## config.mk

```make
export PLATFORM = sky130hd
export DESIGN_NAME = fetch_queue_flat
export DESIGN_NICKNAME = d
export VERILOG_FILES = /design/src/rtl/riscv_pipe_pkg.sv /design/src/rtl/fetch_queue_if.sv /design/src/rtl/fetch_queue.sv /design/src/flat_wrapper.sv
export SDC_FILE = /design/constraint.sdc
export NUM_CORES = 1
export LEC_CHECK = 0
export CORE_ASPECT_RATIO = 0.9
export CORE_MARGIN = 2
export CORE_UTILIZATION = 35
export CTS_BUF_LIST = sky130_fd_sc_hd__clkbuf_4 sky130_fd_sc_hd__clkbuf_8
export CTS_CLUSTER_DIAMETER = 30
export DETAILED_ROUTE_END_ITERATION = 6
export GPL_TIMING_DRIVEN = 0
export SLEW_MARGIN = 30
export SYNTH_ARGS = -nofsm -noshare
export SYNTH_HDL_FRONTEND = slang
export SYNTH_SLANG_ARGS = --single-unit
```

## constraint.sdc

```tcl
create_clock -name clk -period 9.3 [get_ports clk]
set_input_delay 1.86 -clock clk [delete_from_list [all_inputs] [get_ports clk]]
set_output_delay 1.86 -clock clk [all_outputs]
set_load 0.03 [all_outputs]
```

## src/rtl/riscv_pipe_pkg.sv

```systemverilog
// Shared pipeline definitions: NOP encoding, default widths, fetch queue entry.
package riscv_pipe_pkg;

  localparam int unsigned PC_W_DEF    = 32;
  localparam int unsigned INSTR_W_DEF = 32;

  // addi x0,x0,0
  localparam logic [31:0] NOP_INSTR = 32'h0000_0013;

  typedef struct packed {
    logic [PC_W_DEF-1:0]    pc;
    logic [INSTR_W_DEF-1:0] instr;
  } fq_entry_t;

endpackage : riscv_pipe_pkg

```

## src/rtl/fetch_queue_if.sv

```systemverilog
// Fetch-to-decode queue bus: push side, pop side, flush and occupancy.
interface fetch_queue_if
  import riscv_pipe_pkg::*;
#(
  parameter int unsigned DEPTH   = 4,
  parameter int unsigned PC_W    = PC_W_DEF,
  parameter int unsigned INSTR_W = INSTR_W_DEF
);

  localparam int unsigned CNT_W = $clog2(DEPTH + 1);

  logic               in_valid;
  logic               in_ready;
  logic [PC_W-1:0]    in_pc;
  logic [INSTR_W-1:0] in_instr;
  logic               out_valid;
  logic               out_ready;
  logic [PC_W-1:0]    out_pc;
  logic [INSTR_W-1:0] out_instr;
  logic               flush;
  logic [CNT_W-1:0]   count;

  // Pipeline side: fetch pushes, decode pops, control flushes
  modport master (
    output in_valid, in_pc, in_instr, out_ready, flush,
    input  in_ready, out_valid, out_pc, out_instr, count
  );

  // Queue side
  modport slave (
    input  in_valid, in_pc, in_instr, out_ready, flush,
    output in_ready, out_valid, out_pc, out_instr, count
  );

endinterface : fetch_queue_if

```

## src/rtl/fetch_queue.sv

```systemverilog
// Instruction prefetch queue: circular buffer of {pc, instr} pairs between
// fetch and the IF/ID register, flushed on redirect, NOP bubble when empty.
module fetch_queue
  import riscv_pipe_pkg::*;
#(
  parameter int unsigned DEPTH   = 4,
  parameter int unsigned PC_W    = PC_W_DEF,
  parameter int unsigned INSTR_W = INSTR_W_DEF
) (
  input logic          clk,
  input logic          rst,
  fetch_queue_if.slave bus
);

  localparam int unsigned PTR_W = $clog2(DEPTH);
  localparam int unsigned CNT_W = $clog2(DEPTH + 1);

  typedef struct packed {
    logic [PC_W-1:0]    pc;
    logic [INSTR_W-1:0] instr;
  } entry_t;

  entry_t           mem [DEPTH];
  logic [PTR_W-1:0] wr_ptr;
  logic [PTR_W-1:0] rd_ptr;
  logic [CNT_W-1:0] cnt;

  logic             full_c;
  logic             empty_c;
  logic             push_c;
  logic             pop_c;
  logic [CNT_W-1:0] cnt_nxt_c;

  // Handshake decode and next occupancy; in_ready ignores out_ready on purpose
  always_comb begin
    full_c    = (cnt == CNT_W'(DEPTH));
    empty_c   = (cnt == '0);
    push_c    = bus.in_valid && !full_c;
    pop_c     = bus.out_ready && !empty_c;
    cnt_nxt_c = cnt;
    if (push_c && !pop_c) begin
      cnt_nxt_c = cnt + CNT_W'(1);
    end else if (pop_c && !push_c) begin
      cnt_nxt_c = cnt - CNT_W'(1);
    end
  end

  // Pointer, occupancy and storage update; flush drops same-cycle traffic
  always_ff @(posedge clk or posedge rst) begin
    if (rst) begin
      wr_ptr <= '0;
      rd_ptr <= '0;
      cnt    <= '0;
      for (int unsigned i = 0; i < DEPTH; i++) begin
        mem[i] <= '0;
      end
    end else if (bus.flush) begin
      wr_ptr <= '0;
      rd_ptr <= '0;
      cnt    <= '0;
    end else begin
      if (push_c) begin
        mem[wr_ptr] <= '{pc: bus.in_pc, instr: bus.in_instr};
        wr_ptr      <= wr_ptr + PTR_W'(1);
      end
      if (pop_c) begin
        rd_ptr <= rd_ptr + PTR_W'(1);
      end
      cnt <= cnt_nxt_c;
    end
  end

  // Head presentation from registered state only; bubble when empty
  always_comb begin
    bus.in_ready  = !full_c;
    bus.out_valid = !empty_c;
    bus.count     = cnt;
    bus.out_pc    = '0;
    bus.out_instr = INSTR_W'(NOP_INSTR);
    if (!empty_c) begin
      bus.out_pc    = mem[rd_ptr].pc;
      bus.out_instr = mem[rd_ptr].instr;
    end
  end

endmodule : fetch_queue

```

## src/flat_wrapper.sv

```systemverilog
// flat-port wrapper written by rule: the top's interface ports become plain ports
module fetch_queue_flat import riscv_pipe_pkg::*;
#(
  parameter int unsigned DEPTH   = 4,
  parameter int unsigned PC_W    = PC_W_DEF,
  parameter int unsigned INSTR_W = INSTR_W_DEF
)
  (clk, rst, bus_in_valid, bus_in_pc, bus_in_instr, bus_out_ready, bus_flush, bus_in_ready, bus_out_valid, bus_out_pc, bus_out_instr, bus_count);
  fetch_queue_if #(.DEPTH(DEPTH), .PC_W(PC_W), .INSTR_W(INSTR_W)) bus_i ();
  input logic clk;
  input logic rst;
  input wire logic [$bits(bus_i.in_valid)-1:0] bus_in_valid;
  input wire logic [$bits(bus_i.in_pc)-1:0] bus_in_pc;
  input wire logic [$bits(bus_i.in_instr)-1:0] bus_in_instr;
  input wire logic [$bits(bus_i.out_ready)-1:0] bus_out_ready;
  input wire logic [$bits(bus_i.flush)-1:0] bus_flush;
  output wire logic [$bits(bus_i.in_ready)-1:0] bus_in_ready;
  output wire logic [$bits(bus_i.out_valid)-1:0] bus_out_valid;
  output wire logic [$bits(bus_i.out_pc)-1:0] bus_out_pc;
  output wire logic [$bits(bus_i.out_instr)-1:0] bus_out_instr;
  output wire logic [$bits(bus_i.count)-1:0] bus_count;
  assign bus_i.in_valid = bus_in_valid;
  assign bus_i.in_pc = bus_in_pc;
  assign bus_i.in_instr = bus_in_instr;
  assign bus_i.out_ready = bus_out_ready;
  assign bus_i.flush = bus_flush;
  assign bus_in_ready = bus_i.in_ready;
  assign bus_out_valid = bus_i.out_valid;
  assign bus_out_pc = bus_i.out_pc;
  assign bus_out_instr = bus_i.out_instr;
  assign bus_count = bus_i.count;
  fetch_queue #(.DEPTH(DEPTH), .PC_W(PC_W), .INSTR_W(INSTR_W)) u_core (.clk(clk), .rst(rst), .bus(bus_i));
endmodule
```

Word level (Yosys, flattened, before mapping). Cells that the tools add are included.

Register bits: 263. Output and inout port bits: 69. Logic and storage cells: 51.

Muxes and demuxes: 15. $lt $le $gt $ge: 3. Equal/unequal tests: 1. Reduce and logical (&&, ||, !) cells: 14. Add/sub/neg operators: 4. Bitwise logic cells: 3.

Operators by type and width (count): bitwise mux 256 bit (1); 2-to-1 mux 64 bit (3); binary-select mux 64 bit (select 2 bit) (1); demux 64 bit (select 2 bit) (1); 2-to-1 mux 32 bit (2); 2-to-1 mux 3 bit (3); 2-to-1 mux 2 bit (4); greater-or-equal comparator 3 bit, second input constant (2); NOT 2 -> 3 bit (2); logical AND 1 bit (5); adder 2 x 1 -> 2 bit, second input constant (2); zero test 1 bit (4); nonzero test 2 bit (2); adder 3 x 1 -> 3 bit, second input constant (1); == test 3 bit, second input constant (1); zero test 3 bit (1); < comparator 3 x 1 -> 1 bit, second input constant (1); nonzero test 3 bit (1); subtractor 3 x 1 -> 3 bit, second input constant (1); AND reduction 2 bit (1); NOT 1 bit (1).

Logic depth before layout (Yosys ltp).
Depth in word-level cells: 8. Mapped depth: 8. Gate-level depth less buffers: 7.

Worst setup path after synthesis. No wires, ideal clock.

Path type: register to output. From: register u_core.cnt[1] (netlist: u_core.bus.count[1]). To: output port bus_out_instr[22]. Arrival time: 1793 ps. Path buffers: 2. Cell stages (with the launch flop): 6. Path slack: 5647 ps. Cell sequence: dfrtp_1 -> buf_2 -> nor3_1 -> inv_1 -> clkbuf_1 -> and2_1.

Word-level cells in the longest chain between the ends: 2.

RTL lines: start, declared (line fetch_queue.sv:26) `logic [CNT_W-1:0] cnt;`; start signal, assigned (line fetch_queue.sv:69) `cnt <= cnt_nxt_c;`; zero test 3 bit (line fetch_queue.sv:37) `empty_c = (cnt == '0);`; 2-to-1 mux 32 bit (line fetch_queue.sv:80) `if (!empty_c) begin`; end, declared (line flat_wrapper.sv:20) `output wire logic [$bits(bus_i.out_instr)-1:0] bus_out_instr;`.

No other way between the ends.

Worst setup path after layout.
From: register u_core.cnt[1] (netlist: u_core.bus.count[1]). To: output port bus_out_instr[13].

Same word-level chain as after synthesis.

==> results.cfg <==
[yosys]
synth_fa_ha_area_frac = 0.00564
syn_area_mm2 = 0.0124
syn_area_per_cell_um2 = 16.6
ys_ff_latch = 263
synth_top_family_by_area = multiplexers
ys_warn_count = 0
synthCells = 750
ys_seq_area_frac = 0.530
synthMuxAreaShare = 0.368
synth_compound_area_frac = 0.00927
synth-xor-area-share = 0.00141
synth_cell_types = 38
ys.flop_type = dfrtp_1
syn_nets = 824
yosys.area_share.simple = 0.0448
synth-edff-count = 0
async_flop_share = 1.00

[die]
ioPinCount = 138
start_util = 0.355
die_area_mm2 = 0.0370
core-area_mm2 = 0.0350
die_h_um = 183
die_w_um = 203
fp-row-count = 65

[cells_and_area]
drive_above_1_share = 0.477
diodes = 0
area_delta_synth_final_pct = 29.9
final_area_mm2 = 0.0161
nNetsFinal = 1034
fillers = 3159
instances_no_fill = 1483
layout_common_cells = 263 x dfrtp_1, 177 x mux2_2, 135 x clkdlybuf4s50_1
layout_commonest_cell = dfrtp_1

[route]
dr.pass1.iters = 4
ant_nets = 0
drt_iter0_markers = 237
drc = 0
wl_per_cell_um = 18.8
routed_wl_um = 27900
viasPerCell = 4.81
via_count = 7140

[critical_path]
required_ns = 7.44
crit_family = buffers and inverters
critPathKind = reg2out
path_max_fanout = 10
setup.worst_path.start_class = flop
endpoint_kind = primary output
path_cells = buf_2, nor3_1, inv_1, clkbuf_1, and2_1, clkdlybuf4s50_1
crit_arrival_ns = 3.52
critical-path-slowest-cell = nor3_1
path_buf_inv = 4
slowest_delay_ns = 0.70

[power_and_ir_drop]
leakagePower_uw = 0.00725
p_int_uw = 4040
p_per_area_mw_per_mm2 = 367
seq_power_share = 0.313
peakVddDrop_mv = 0.170
switching_share = 0.318
power.share.combinational = 0.394
p_clk_frac = 0.293
switchingPower_uw = 1880

[clocking]
clock_latency_ns = 0.56
clk_path_buf_depth = 3
numCtsBuffers = 70
cts.repair.resized = 0
htreeDepth = 3
clkTransAtPathRegs_ns = 0.05
cts_tree = done
cts-root-buf = clkbuf_8
postCtsHoldBufs = 0
cts_sinks = 263
postCtsSetupBuffers = 0

[sta]
min_period_over_period = 0.579
fin_worst_skew_ns = 0.0223
finalSetupViolCount = 0
hold_viol = 0
layout_min_cycle_time_ns = 5.38
tightest_slew_ns = 0.848
slew_viol_final = 0
fmax_mhz = 186
rsz0062_at_grt = no
maxSlewHeadroom = 0.435
holdWs_ns = 0.487

[placement]
gp_congestion = 0.725
hpwl_um = 17900
port-buffer-count = 135
placed_cells = 1357
placed_area_mm2 = 0.0144

[worst_hold_path]
hp-class = reg2reg

[grt]
grt_max_degree = 88
antenna_found_initial = 0
grt_first_pass_wirelength_um = 45200
overflow = 0
grtUsageTotal = 0.159
grt_pass1_vias = 8048

[run]
maxCapViolations = 0

[status]
status = finished, final reports clean
synthesized netlist by cell type, types with 2 or more instances:
cell      count  share of area
ha_1          4         0.0040
mux4_2       64           0.12
o31ai_1       2         0.0012
nand3_1       2        0.00081
dfrtp_1     263           0.53
xor2_1        2         0.0014
inv_1         9         0.0027
a21oi_1       2        0.00081
clkbuf_1      9         0.0027
mux2_2      177           0.16
nand3_4       4         0.0056
o21ai_0       3         0.0012
mux2_1       20          0.018
and2_1       61          0.031
buf_6        19          0.017
buf_12        6         0.0097
mux2_4       60          0.073
buf_4         6         0.0036
buf_2        10         0.0040
or2_2         3         0.0015
nor2_1        7         0.0021
per-stage QoR:
step | TNS (ns) | setup slack, ns | util | total power [uW]
floorplan | 0 | 0.200 | - | 3430
global placement | -955.65 | -3.66 | 0.410 | 4190
detailed placement | 0 | 4.42 | 0.413 | 4230
CTS | 0 | 3.78 | 0.461 | 6010
global route | 0 | 3.59 | 0.461 | 6250
finish | 0 | 3.92 | 0.461 | 5920
flip-flops by register name, summed over array words and instances, names as in the netlist:
register,flops
u_core.wr_ptr,2
u_core.mem,256
u_core.bus.count,3
u_core.rd_ptr,2
final cells by class:
cell class	instances	area (um^2)	share of cell area
Buffer	50	463	0.0287
Clock buffer	104	1360	0.0845
Clock inverter	22	325	0.0202
Inverter	10	47.5	0.00295
Multi-Input combinational cell	427	5330	0.330
Sequential cell	263	6580	0.408
Tap cell	469	587	0.0364
Timing Repair Buffer	138	1430	0.0889
kinds of logic after synthesis:
| family | count (synthesis) |
|---|---|
| AO/OA/AOI/OAI | 16 |
| XOR/XNOR | 2 |
| adder cells (fa/ha/maj) | 5 |
| buffers and inverters | 60 |
| flip-flops | 263 |
| multiplexers | 322 |
| AND/OR/NAND/NOR | 82 |
final timing paths:
check	from	to	slack (ns)	cells after the start
min in group asynchronous	rst	u_core.mem[254]	1.70	2
max in group asynchronous	rst	u_core.mem[32]	6.56	4
worst min-delay path	u_core.mem[82]	u_core.mem[82]	0.49	1
worst max register to register	u_core.bus.count[1]	u_core.bus.count[2]	7.00	8
worst min register to register	u_core.mem[82]	u_core.mem[82]	0.49	1
worst max-delay path	u_core.bus.count[1]	bus_out_instr[13]	3.92	6
power groups by stage:
stage	clock network [uW]	registers (uW)	logic [uW]
floorplan	0	1800	1630
global placement	0	1850	2330
detailed placement	0	1860	2370
CTS	1780	1850	2380
global route	1850	1920	2490
finish	1730	1850	2330
layer usage:
| layer | GRT usage | vias to the layer above | part of all wire |
|---|---|---|---|
| met2 | 0.250 | 146 | 0.48 |
| met5 | 0 | - | 0 |
| met1 | 0.217 | 3755 | 0.47 |
| li1 | - | 3198 | - |
| met3 | 0.0350 | 41 | 0.039 |
| met4 | 0.0546 | 0 | 0.019 |
worst register-to-register path, stage by stage (launching register included):
cell and delay, ns:
dfrtp_1 0.37, buf_2 0.18, nor3b_4 0.28, inv_4 0.13
and3_2 0.23, fa_1 0.42, and3b_1 0.22, a21o_1 0.15
a211oi_1 0.22
Note: power is estimated with default switching activity, not from simulation.
